$ cat src/rtl/jump_target_gen.sv
// jump_target_gen: decode-stage control-transfer target generator.
// Classifies JAL / conditional branch / none (32-bit and RVC forms), extracts and
// sign-extends the offset, and produces pc+offset and the fall-through pc through
// a 2-stage valid/ready pipeline with flush.
// Optional macro JTG_MISALIGN_CHK_EN adds out_misalign (target[1] set on a transfer).
module jump_target_gen #(
    parameter int XLEN    = 32,
    parameter bit RVC_JAL = 1'b1
) (
    input  logic            clk,
    input  logic            rst,
    input  logic            flush,
    input  logic            in_valid,
    output logic            in_ready,
    input  logic [31:0]     in_instr,
    input  logic [XLEN-1:0] in_pc,
    output logic            out_valid,
    input  logic            out_ready,
    output logic [1:0]      out_kind,
    output logic            out_link,
    output logic            out_rvc,
    output logic [XLEN-1:0] out_target,
    output logic [XLEN-1:0] out_next_pc
`ifdef JTG_MISALIGN_CHK_EN
    ,
    output logic            out_misalign
`endif
);

    // On RV64 the C.JAL encoding is reused by C.ADDIW, so it never decodes as a jump.
    localparam bit RVC_JAL_EFF = (XLEN == 64) ? 1'b0 : RVC_JAL;

    localparam logic [1:0] KIND_NONE   = 2'd0;
    localparam logic [1:0] KIND_JAL    = 2'd1;
    localparam logic [1:0] KIND_BRANCH = 2'd2;

    localparam logic [XLEN-1:0] STEP_RVC = XLEN'(2);
    localparam logic [XLEN-1:0] STEP_STD = XLEN'(4);

    // JAL: imm[20|10:1|11|19:12] in instr[31:12]
    function automatic logic signed [XLEN-1:0] jal_off(input logic [31:12] b);
        logic [20:0] raw;
        raw = {b[31], b[19:12], b[20], b[30:21], 1'b0};
        return {{(XLEN-21){raw[20]}}, raw};
    endfunction

    // Bcc: imm[12|10:5] in instr[31:25], imm[4:1|11] in instr[11:7]
    function automatic logic signed [XLEN-1:0] br_off(input logic [31:25] hi,
                                                      input logic [11:7]  lo);
        logic [12:0] raw;
        raw = {hi[31], lo[7], hi[30:25], lo[11:8], 1'b0};
        return {{(XLEN-13){raw[12]}}, raw};
    endfunction

    // C.J / C.JAL: 12-bit scrambled offset in instr[12:2]
    function automatic logic signed [XLEN-1:0] cj_off(input logic [12:2] b);
        logic [11:0] raw;
        raw = {b[12], b[8], b[10:9], b[6], b[7], b[2], b[11], b[5:3], 1'b0};
        return {{(XLEN-12){raw[11]}}, raw};
    endfunction

    // C.BEQZ / C.BNEZ: 9-bit offset split around the rs1' field
    function automatic logic signed [XLEN-1:0] cb_off(input logic [12:10] hi,
                                                      input logic [6:2]   lo);
        logic [8:0] raw;
        raw = {hi[12], lo[6:5], lo[2], hi[11:10], lo[4:3], 1'b0};
        return {{(XLEN-9){raw[8]}}, raw};
    endfunction

    // Stage p0: combinational decode of the presented instruction
    logic [1:0]             kind_p0;
    logic                   link_p0;
    logic                   rvc_p0;
    logic signed [XLEN-1:0] off_p0;

    // Stage p1 registers
    logic                   vld_p1;
    logic [1:0]             kind_p1;
    logic                   link_p1;
    logic                   rvc_p1;
    logic signed [XLEN-1:0] off_p1;
    logic [XLEN-1:0]        pc_p1;

    // Stage p2 valid (the remaining p2 state is the out_* registers)
    logic                   vld_p2;

    logic                   adv_p1;
    logic                   adv_p2;
    logic                   take_p0;
    logic [XLEN-1:0]        target_p1;
    logic [XLEN-1:0]        next_pc_p1;

    assign adv_p2    = !vld_p2 || out_ready;
    assign adv_p1    = !vld_p1 || adv_p2;
    assign in_ready  = adv_p1 && !flush && !rst;
    assign take_p0   = in_valid && in_ready;
    assign out_valid = vld_p2;

    // Decode: classify the instruction and pick the matching offset format
    always_comb begin
        kind_p0 = KIND_NONE;
        link_p0 = 1'b0;
        rvc_p0  = (in_instr[1:0] != 2'b11);
        off_p0  = '0;
        if (!rvc_p0) begin
            if (in_instr[6:0] == 7'b1101111) begin
                kind_p0 = KIND_JAL;
                link_p0 = (in_instr[11:7] != 5'd0);
                off_p0  = jal_off(in_instr[31:12]);
            end else if (in_instr[6:0] == 7'b1100011 && in_instr[14:13] != 2'b01) begin
                kind_p0 = KIND_BRANCH;
                off_p0  = br_off(in_instr[31:25], in_instr[11:7]);
            end
        end else if (in_instr[1:0] == 2'b01) begin
            case (in_instr[15:13])
                3'b101: begin
                    kind_p0 = KIND_JAL;
                    off_p0  = cj_off(in_instr[12:2]);
                end
                3'b001: begin
                    if (RVC_JAL_EFF) begin
                        kind_p0 = KIND_JAL;
                        link_p0 = 1'b1;
                        off_p0  = cj_off(in_instr[12:2]);
                    end
                end
                3'b110, 3'b111: begin
                    kind_p0 = KIND_BRANCH;
                    off_p0  = cb_off(in_instr[12:10], in_instr[6:2]);
                end
                default: begin
                    kind_p0 = KIND_NONE;
                end
            endcase
        end
    end

    // Pipeline occupancy: flush and reset both empty the pipe
    always_ff @(posedge clk) begin
        if (rst || flush) begin
            vld_p1 <= 1'b0;
            vld_p2 <= 1'b0;
        end else begin
            if (adv_p1) vld_p1 <= in_valid;
            if (adv_p2) vld_p2 <= vld_p1;
        end
    end

    // Stage p0 -> p1: capture decode results and pc on an accepted transfer
    always_ff @(posedge clk) begin
        if (take_p0) begin
            kind_p1 <= kind_p0;
            link_p1 <= link_p0;
            rvc_p1  <= rvc_p0;
            off_p1  <= off_p0;
            pc_p1   <= in_pc;
        end
    end

    assign target_p1  = pc_p1 + $unsigned(off_p1);
    assign next_pc_p1 = pc_p1 + (rvc_p1 ? STEP_RVC : STEP_STD);

    // Stage p1 -> p2: output registers, held while the consumer stalls
    always_ff @(posedge clk) begin
        if (rst) begin
            out_kind    <= KIND_NONE;
            out_link    <= 1'b0;
            out_rvc     <= 1'b0;
            out_target  <= '0;
            out_next_pc <= '0;
        end else if (adv_p2 && vld_p1) begin
            out_kind    <= kind_p1;
            out_link    <= link_p1;
            out_rvc     <= rvc_p1;
            out_target  <= target_p1;
            out_next_pc <= next_pc_p1;
        end
    end

`ifdef JTG_MISALIGN_CHK_EN
    // Stage p1 -> p2: flag transfers whose target is only halfword aligned
    always_ff @(posedge clk) begin
        if (rst) begin
            out_misalign <= 1'b0;
        end else if (adv_p2 && vld_p1) begin
            out_misalign <= (kind_p1 != KIND_NONE) && target_p1[1];
        end
    end
`endif

endmodule
$ cat config.mk
export PLATFORM = sky130hd
export DESIGN_NAME = jump_target_gen
export DESIGN_NICKNAME = d
export VERILOG_FILES = /design/src/rtl/jump_target_gen.sv
export SDC_FILE = /design/constraint.sdc
export NUM_CORES = 1
export LEC_CHECK = 0
export BUFFER_PORTS_ARGS = -buffer_cell sky130_fd_sc_hd__buf_4
export CAP_MARGIN = 20
export CORE_MARGIN = 2
export CORE_UTILIZATION = 50
export CTS_CLUSTER_DIAMETER = 120
export CTS_CLUSTER_SIZE = 10
export DETAILED_ROUTE_END_ITERATION = 12
export GPL_TIMING_DRIVEN = 0
export MAX_ROUTING_LAYER = met4
export PLACE_DENSITY = 0.72
export SYNTH_ARGS = -nofsm -noshare
export SYNTH_HDL_FRONTEND = slang
export SYNTH_SLANG_ARGS = --single-unit
$ cat constraint.sdc
create_clock -name clk -period 3.7 [get_ports clk]
set_input_delay 0.74 -clock clk [delete_from_list [all_inputs] [get_ports clk]]
set_output_delay 0.74 -clock clk [all_outputs]
set_load 0.01 [all_outputs]
==> flow_summary.toml, run 1 <==
[synthesis]
synth.most_common_cell = "nand2_1"
ys_warn_count = 0
synthCells = 692
ys_ff_latch = 125
synth_edf_count = 56
synthFlopType = "dfxtp_1"
synth_area_um2 = 6560
async_flop_share = 0
ys_seq_area_frac = 0.467
synth_top_area_frac = 0.256
yosysTopAreaCell = "edfxtp_1"
synth_area_leaders = "edfxtp_1 (26%), dfxtp_1 (21%), ha_1 (6.1%)"
ys_types = 65
avgSynthCellArea_um2 = 9.48
synth_top_cells_by_count = "nand2_1 (105), a21oi_1 (72), dfxtp_1 (69)"
synth_nets = 795

[global_routing]
grt_use_total = 0.279
antenna_found_initial = 0
grt_overflow = 0
grt_max_degree = 39
grt_pass1_wl_um = 29800
grt_pass1_vias = 5729

[floorplanning]
die_height_um = 119
die_x_um = 119
num_io_pins = 139
rows = 41
core-area_um2 = 12700
die-area_um2 = 14000
start_util = 0.516

[clocking]
cts_max_level = 4
holdBufCountCts = 0
cts_buffers = 17
cts_setup_buffers = 0
cts_root_buf = "clkbuf_16"
clock_path_buffers = 2
cts_resized = 0
clk_latency_ns = 0.41
cts.sinks = 125
clk_pin_slew_ns = 0.05
cts_tree = "yes"

[timing]
maxSlewViolCount = 0
worst_pin_slew_ns = 0.707
min_period_ns = 3.05
post-route-period-util = 0.825
hold_viol = 0
rsz0062_at_grt = "no"
relSlewSlack = 0.525
fin_skew_ns = 0.00816
finalSetupTns_ns = 0
timing.fmax_mhz = 328
whs_ns = 0.458
setup_viol = 0

[placed_design]
place_area_um2 = 7830
gp_congestion = 0.923
io_buffers = 138
dp_hpwl_um = 14500

[run_status]
outcome = "complete, no violations"

[route]
wire_per_inst_um = 18.0
vias = 5878
routed_wl_um = 18600
final_antenna_net_count = 0
drc_errors = 0
drt_iter0_drc = 469
firstDrtPassIters = 5
viasPerCell = 5.68

[cells_and_area]
area_growth_pct = 28.6
num-nets-final = 953
diodes = 0
drive_gt1_frac = 0.219
design_area_um2 = 8440
fillers = 1077

[pwr]
p_leak_nw = 3.39
peakVddDrop_mv = 0.400
powerDensity_nw_per_um2 = 454

[critical_path]
path_class = "flip-flop to flip-flop"
cpPeakStageDelay_ns = 0.61
worstPathArrival_ns = 3.35
worstSetupEndpointType = "flip-flop"
required_ns = 4.00
cpLargestDelayFamily = "compound AO/OA/AOI/OAI gates"
start_kind = "flip-flop"
cpMaxStageDelayCell = "edfxtp_1"
crit_buf_inv = 1
path_cells = "ha_1 -> clkbuf_1 -> a21oi_1 -> o21a_1 -> o21ai_0 -> o211a_1 -> a21boi_2 -> o211ai_2 -> nor4b_4 -> a311o_1"
crit_fanout = 12

[job]
maxCapViolCount = 0

[min_path]
hold_path_class = "flip-flop to flip-flop"
[per-stage QoR]
stage / power, mW / setup slack (ns) / utilization / instances
after global placement: 2.15 / -0.168 / 0.614 / 1002
after floorplan: 1.92 / 0.507 / - / 692
after global routing: 3.97 / 0.464 / 0.663 / 1035
after detailed placement: 2.16 / 0.707 / 0.616 / 1003
final: 3.83 / 0.647 / 0.663 / 1035
after CTS: 3.84 / 0.690 / 0.663 / 1035
[registers in the layout (all words and copies together) (netlist names), 2 cells and up]
register / cells
kind_p1: 2
off_p1: 20
out_kind: 2
out_next_pc: 31
out_target: 32
pc_p1: 32
[kinds of logic (layout without fill, tap and decap cells)]
kind of cell | count (synthesis) | in the layout | synth area share
compound gates | 206 | 206 | 0.205
xor+xnor | 50 | 50 | 0.0668
fa+ha+maj | 34 | 34 | 0.0671
buf+inv | 45 | 216 | 0.0279
flops | 125 | 125 | 0.467
mux | 1 | 1 | 0.00153
simple gates | 231 | 231 | 0.165
[per-layer routing]
layer / wire length (µm) / track usage / part of all wire
met4: 175 / 0.0625 / 0.0094
met2: 8680 / 0.428 / 0.47
met5: 0 / - / 0
met3: 1150 / 0.0589 / 0.062
met1: 8620 / 0.380 / 0.46
[cell usage in the layout, fill, tap and decap left out, types with 7 or more instances in the layout]
master     netlist  final
buf_4            1    139
nand2_1        105    105
a21oi_1         72     72
dfxtp_1         69     69
edfxtp_1        56     56
nor2_1          54     54
o21ai_0         36     36
ha_1            32     32
xnor2_1         27     27
clkbuf_1        23     26
a21o_1          23     23
xor2_1          23     23
a211oi_1        22     22
clkbuf_16        0     19
inv_1           13     13
nand4_1         11     11
nand3_1         10     10
and3_1           8      8
or3_1            7      7
nor3_1           7      7
[where the power goes]
part | internal [mW] | switching, mW
sequential | 1.51 | 0.0513
clock | 1.09 | 0.596
combinational | 0.252 | 0.324
[path summary, 6_finish.rpt]
kind,from,end,slack (ns),cells after the start
worst max-delay path,off_p1[30]$_DFFE_PP_,out_target[27]$_SDFFE_PP0P_,0.65,10
worst min-delay path,out_target[26]$_SDFFE_PP0P_,out_target[26]$_SDFFE_PP0P_,0.46,2
worst max register to register,off_p1[30]$_DFFE_PP_,out_target[27]$_SDFFE_PP0P_,0.65,10
worst min register to register,out_target[26]$_SDFFE_PP0P_,out_target[26]$_SDFFE_PP0P_,0.46,2
[worst min-delay path: cells and delay by family, from the launching register on]
| family | cells | cell delay [ns] |
|---|---|---|
| AO/OA/AOI/OAI | 1 | 0.05 |
| flip-flops | 1 | 0.31 |
| AND/OR/NAND/NOR | 1 | 0.05 |
[layout make-up]
class,instances,area (µm²),share of cell area
Sequential cell,125,3060,0.363
Tap cell,172,215,0.0255
Buffer,32,134,0.0159
Clock buffer,23,500,0.0593
Clock inverter,9,104,0.0123
Inverter,13,48.8,0.00578
Timing Repair Buffer,139,1060,0.125
Multi-Input combinational cell,522,3310,0.393
Power figures use the tool's default switching activity.
==> inputs of run 2 (changes only) <==
Settings changed: PLACE_DENSITY 0.72 to 0.75.
Clock period 3.7 ns to 2.56 ns, I/O delays scaled along.
==> run 2 against run 1 <==
Compared with the run above: the flow now finishes with violations (negative setup slack); power is 48% higher; sequential power grew 45%; first-iteration DRC count fell by 0.21%; critical path depth is the same; core utilization rose by 2.9 points; die area unchanged; combinational power grew 61%; clock skew decreased by 0.0012 ns; global-route usage is 0.29 points higher; sequential share of layout area shrank 1.5 points; highest routed layer unchanged; via count is 2.6% higher.
==> flow_summary.toml, run 2 (synthesis gave the netlist of run 1 again) <==
[cells_and_area]
fillers = 1033
drive_gt1_frac = 0.285
area_growth_pct = 34.2
final_cells = 1053
num-nets-final = 971
final_common_cell = "buf_4"
diodes = 0
largestRegisters = "out_target (32), pc_p1 (32), out_next_pc (31)"
final_cell_mix = "buf_4 (159), nand2_1 (104), dfxtp_1 (69), a21oi_1 (62), edfxtp_1 (56)"

[critical_path]
crit_start = "pc_p1[1]$_DFFE_PP_"
worstSetupEndpointType = "flip-flop"
endpoint = "out_target[27]$_SDFFE_PP0P_"
worstPathArrival_ns = 2.87
crit_fanout = 4
rr_startpoint = "pc_p1[1]$_DFFE_PP_"
timing.reg2reg.setup_slack_ns = -0.007
start_kind = "flip-flop"
regToRegEndpoint = "out_target[27]$_SDFFE_PP0P_"
path_class = "flip-flop to flip-flop"
required_ns = 2.86
reg2regPathDepth = 10

[floorplanning]
rows = 41
core-area_um2 = 12700
start_util = 0.516
num_io_pins = 139
die_height_um = 119
die_x_um = 119
die-area_um2 = 14000

[placed_design]
gp_congestion = 0.989
io_buffers = 138
dp_hpwl_um = 14400
dp_cells = 1003

[clocking]
clock_path_buffers = 2
cts_max_level = 4
cts_root_buf = "clkbuf_16"
cts_buffers = 17
clk_pin_slew_ns = 0.06
cts.sinks = 125
holdBufCountCts = 0
clk_latency_ns = 0.42
cts_tree = "yes"

[job]
maxCapViolCount = 0

[pwr]
peakVddDrop_mv = 0.479
p_seq_frac = 0.399
p_sw_mw = 1.45
p_leak_nw = 3.54
powerDensity_nw_per_um2 = 643
power_mw = 5.66
power.internal_mw = 4.21
p_clk_frac = 0.437
switching_share = 0.256
combPwrFrac = 0.164

[global_routing]
grt_overflow = 0
grt_max_degree = 42
grt_pass1_vias = 5759
antenna_found_initial = 0
grt_use_total = 0.281
grt_pass1_wl_um = 30200

[timing]
rsz0062_at_grt = "yes"
maxSlewViolCount = 0
setup_viol = 1
timing.fmax_mhz = 390
fin_ws_ns = -0.00672
relSlewSlack = 0.513
post-route-period-util = 1.00
worst_pin_slew_ns = 0.731
fin_skew_ns = 0.00692
min_period_ns = 2.57
hold_viol = 0

[run_status]
outcome = "finished, violations left"
violations = "negative setup slack"

[route]
firstDrtPassIters = 7
drc_errors = 0
final_antenna_net_count = 0
drt_iter0_drc = 468
routed_wl_um = 19500
wire_per_inst_um = 18.5
viasPerCell = 5.73
vias = 6032

[min_path]
hold_path_class = "input port to flip-flop"
## run 2: changes by cell type in the layout (fill, tap and decap cells not counted), moves of 5 or more
cell      change
a21oi_1      -10
buf_4        +20
o21ai_0       -7
ha_2          +7
clkbuf_1      -5
a21oi_2      +10
o21ai_1       +6
ha_1         -10
## run 2: critical path, stage by stage (launching register included)
cell	delay, ns
edfxtp_1	0.43
ha_4	0.20
fa_2	0.35
a21oi_2	0.19
nor2_2	0.08
o211ai_2	0.27
nand2_2	0.12
a21boi_4	0.22
o211ai_4	0.12
nor4b_4	0.15
a311o_1	0.33
## run 2: cell type report
type	instances	area [µm²]	share of cell area
plain buffers	30	128	0.0145
multi-input cells	522	3510	0.399
clock buffers	24	556	0.0631
repair buffers	159	1210	0.137
clock inverters	8	71.3	0.00810
flip-flops and latches	125	3060	0.348
inverters	13	48.8	0.00554
well taps	172	215	0.0245
## run 2: per-layer routing
metal / vias up / wire length (µm) / global-route usage
li1: 2872 / - / -
met5: - / 0 / -
met1: 2884 / 8700 / 0.374
met2: 241 / 9070 / 0.423
met4: 0 / 552 / 0.113
met3: 35 / 1210 / 0.0569
## run 2: stage by stage
step | hold slack, ns | util | setup WS, ns | cell area (µm²) | setup TNS (ns)
after floorplan | 0.471 | - | 0.0659 | 6560 | 0
final | 0.268 | 0.692 | -0.00672 | 8800 | -0.00672
after CTS | 0.254 | 0.675 | -0.00294 | 8580 | -0.00313
after detailed placement | 0.448 | 0.616 | -0.435 | 7830 | -3.15
after global routing | 0.251 | 0.692 | -0.0897 | 8800 | -0.282
after global placement | 0.439 | 0.614 | -0.389 | 7810 | -12.14
## run 2: power groups by stage
stage                     clock, mW  combinational [mW]  sequential, mW
after floorplan                   0               0.470            2.30
after global placement            0               0.805            2.30
after detailed placement          0               0.821            2.30
after CTS                      2.50               0.856            2.26
after global routing           2.60                1.00            2.27
final                          2.48               0.928            2.26
## run 2: repair_timing
| action | 4_1_cts | 5_1_grt |
|---|---|---|
| gates resized for setup | 23 | 30 |
| pin swaps | 6 | 13 |
| setup buffers | 3 | 17 |
| endpoints found under the hold margin | 0 | 0 |
| endpoints found under the setup margin | 21 | 25 |
## run 2: how the worst min path moves through the flow
stage	from	endpoint	slack [ns]	cells past startpoint
CTS	in_pc[7]	pc_p1[7]$_DFFE_PP_	0.25	1
global route	in_pc[27]	pc_p1[27]$_DFFE_PP_	0.25	1
global placement	out_target[23]$_SDFFE_PP0P_	out_target[23]$_SDFFE_PP0P_	0.44	2
detailed placement	out_target[23]$_SDFFE_PP0P_	out_target[23]$_SDFFE_PP0P_	0.45	2
finish	in_pc[19]	pc_p1[19]$_DFFE_PP_	0.27	1
floorplan	kind_p1[0]$_DFFE_PP_	out_kind[0]$_SDFFE_PP0P_	0.47	2
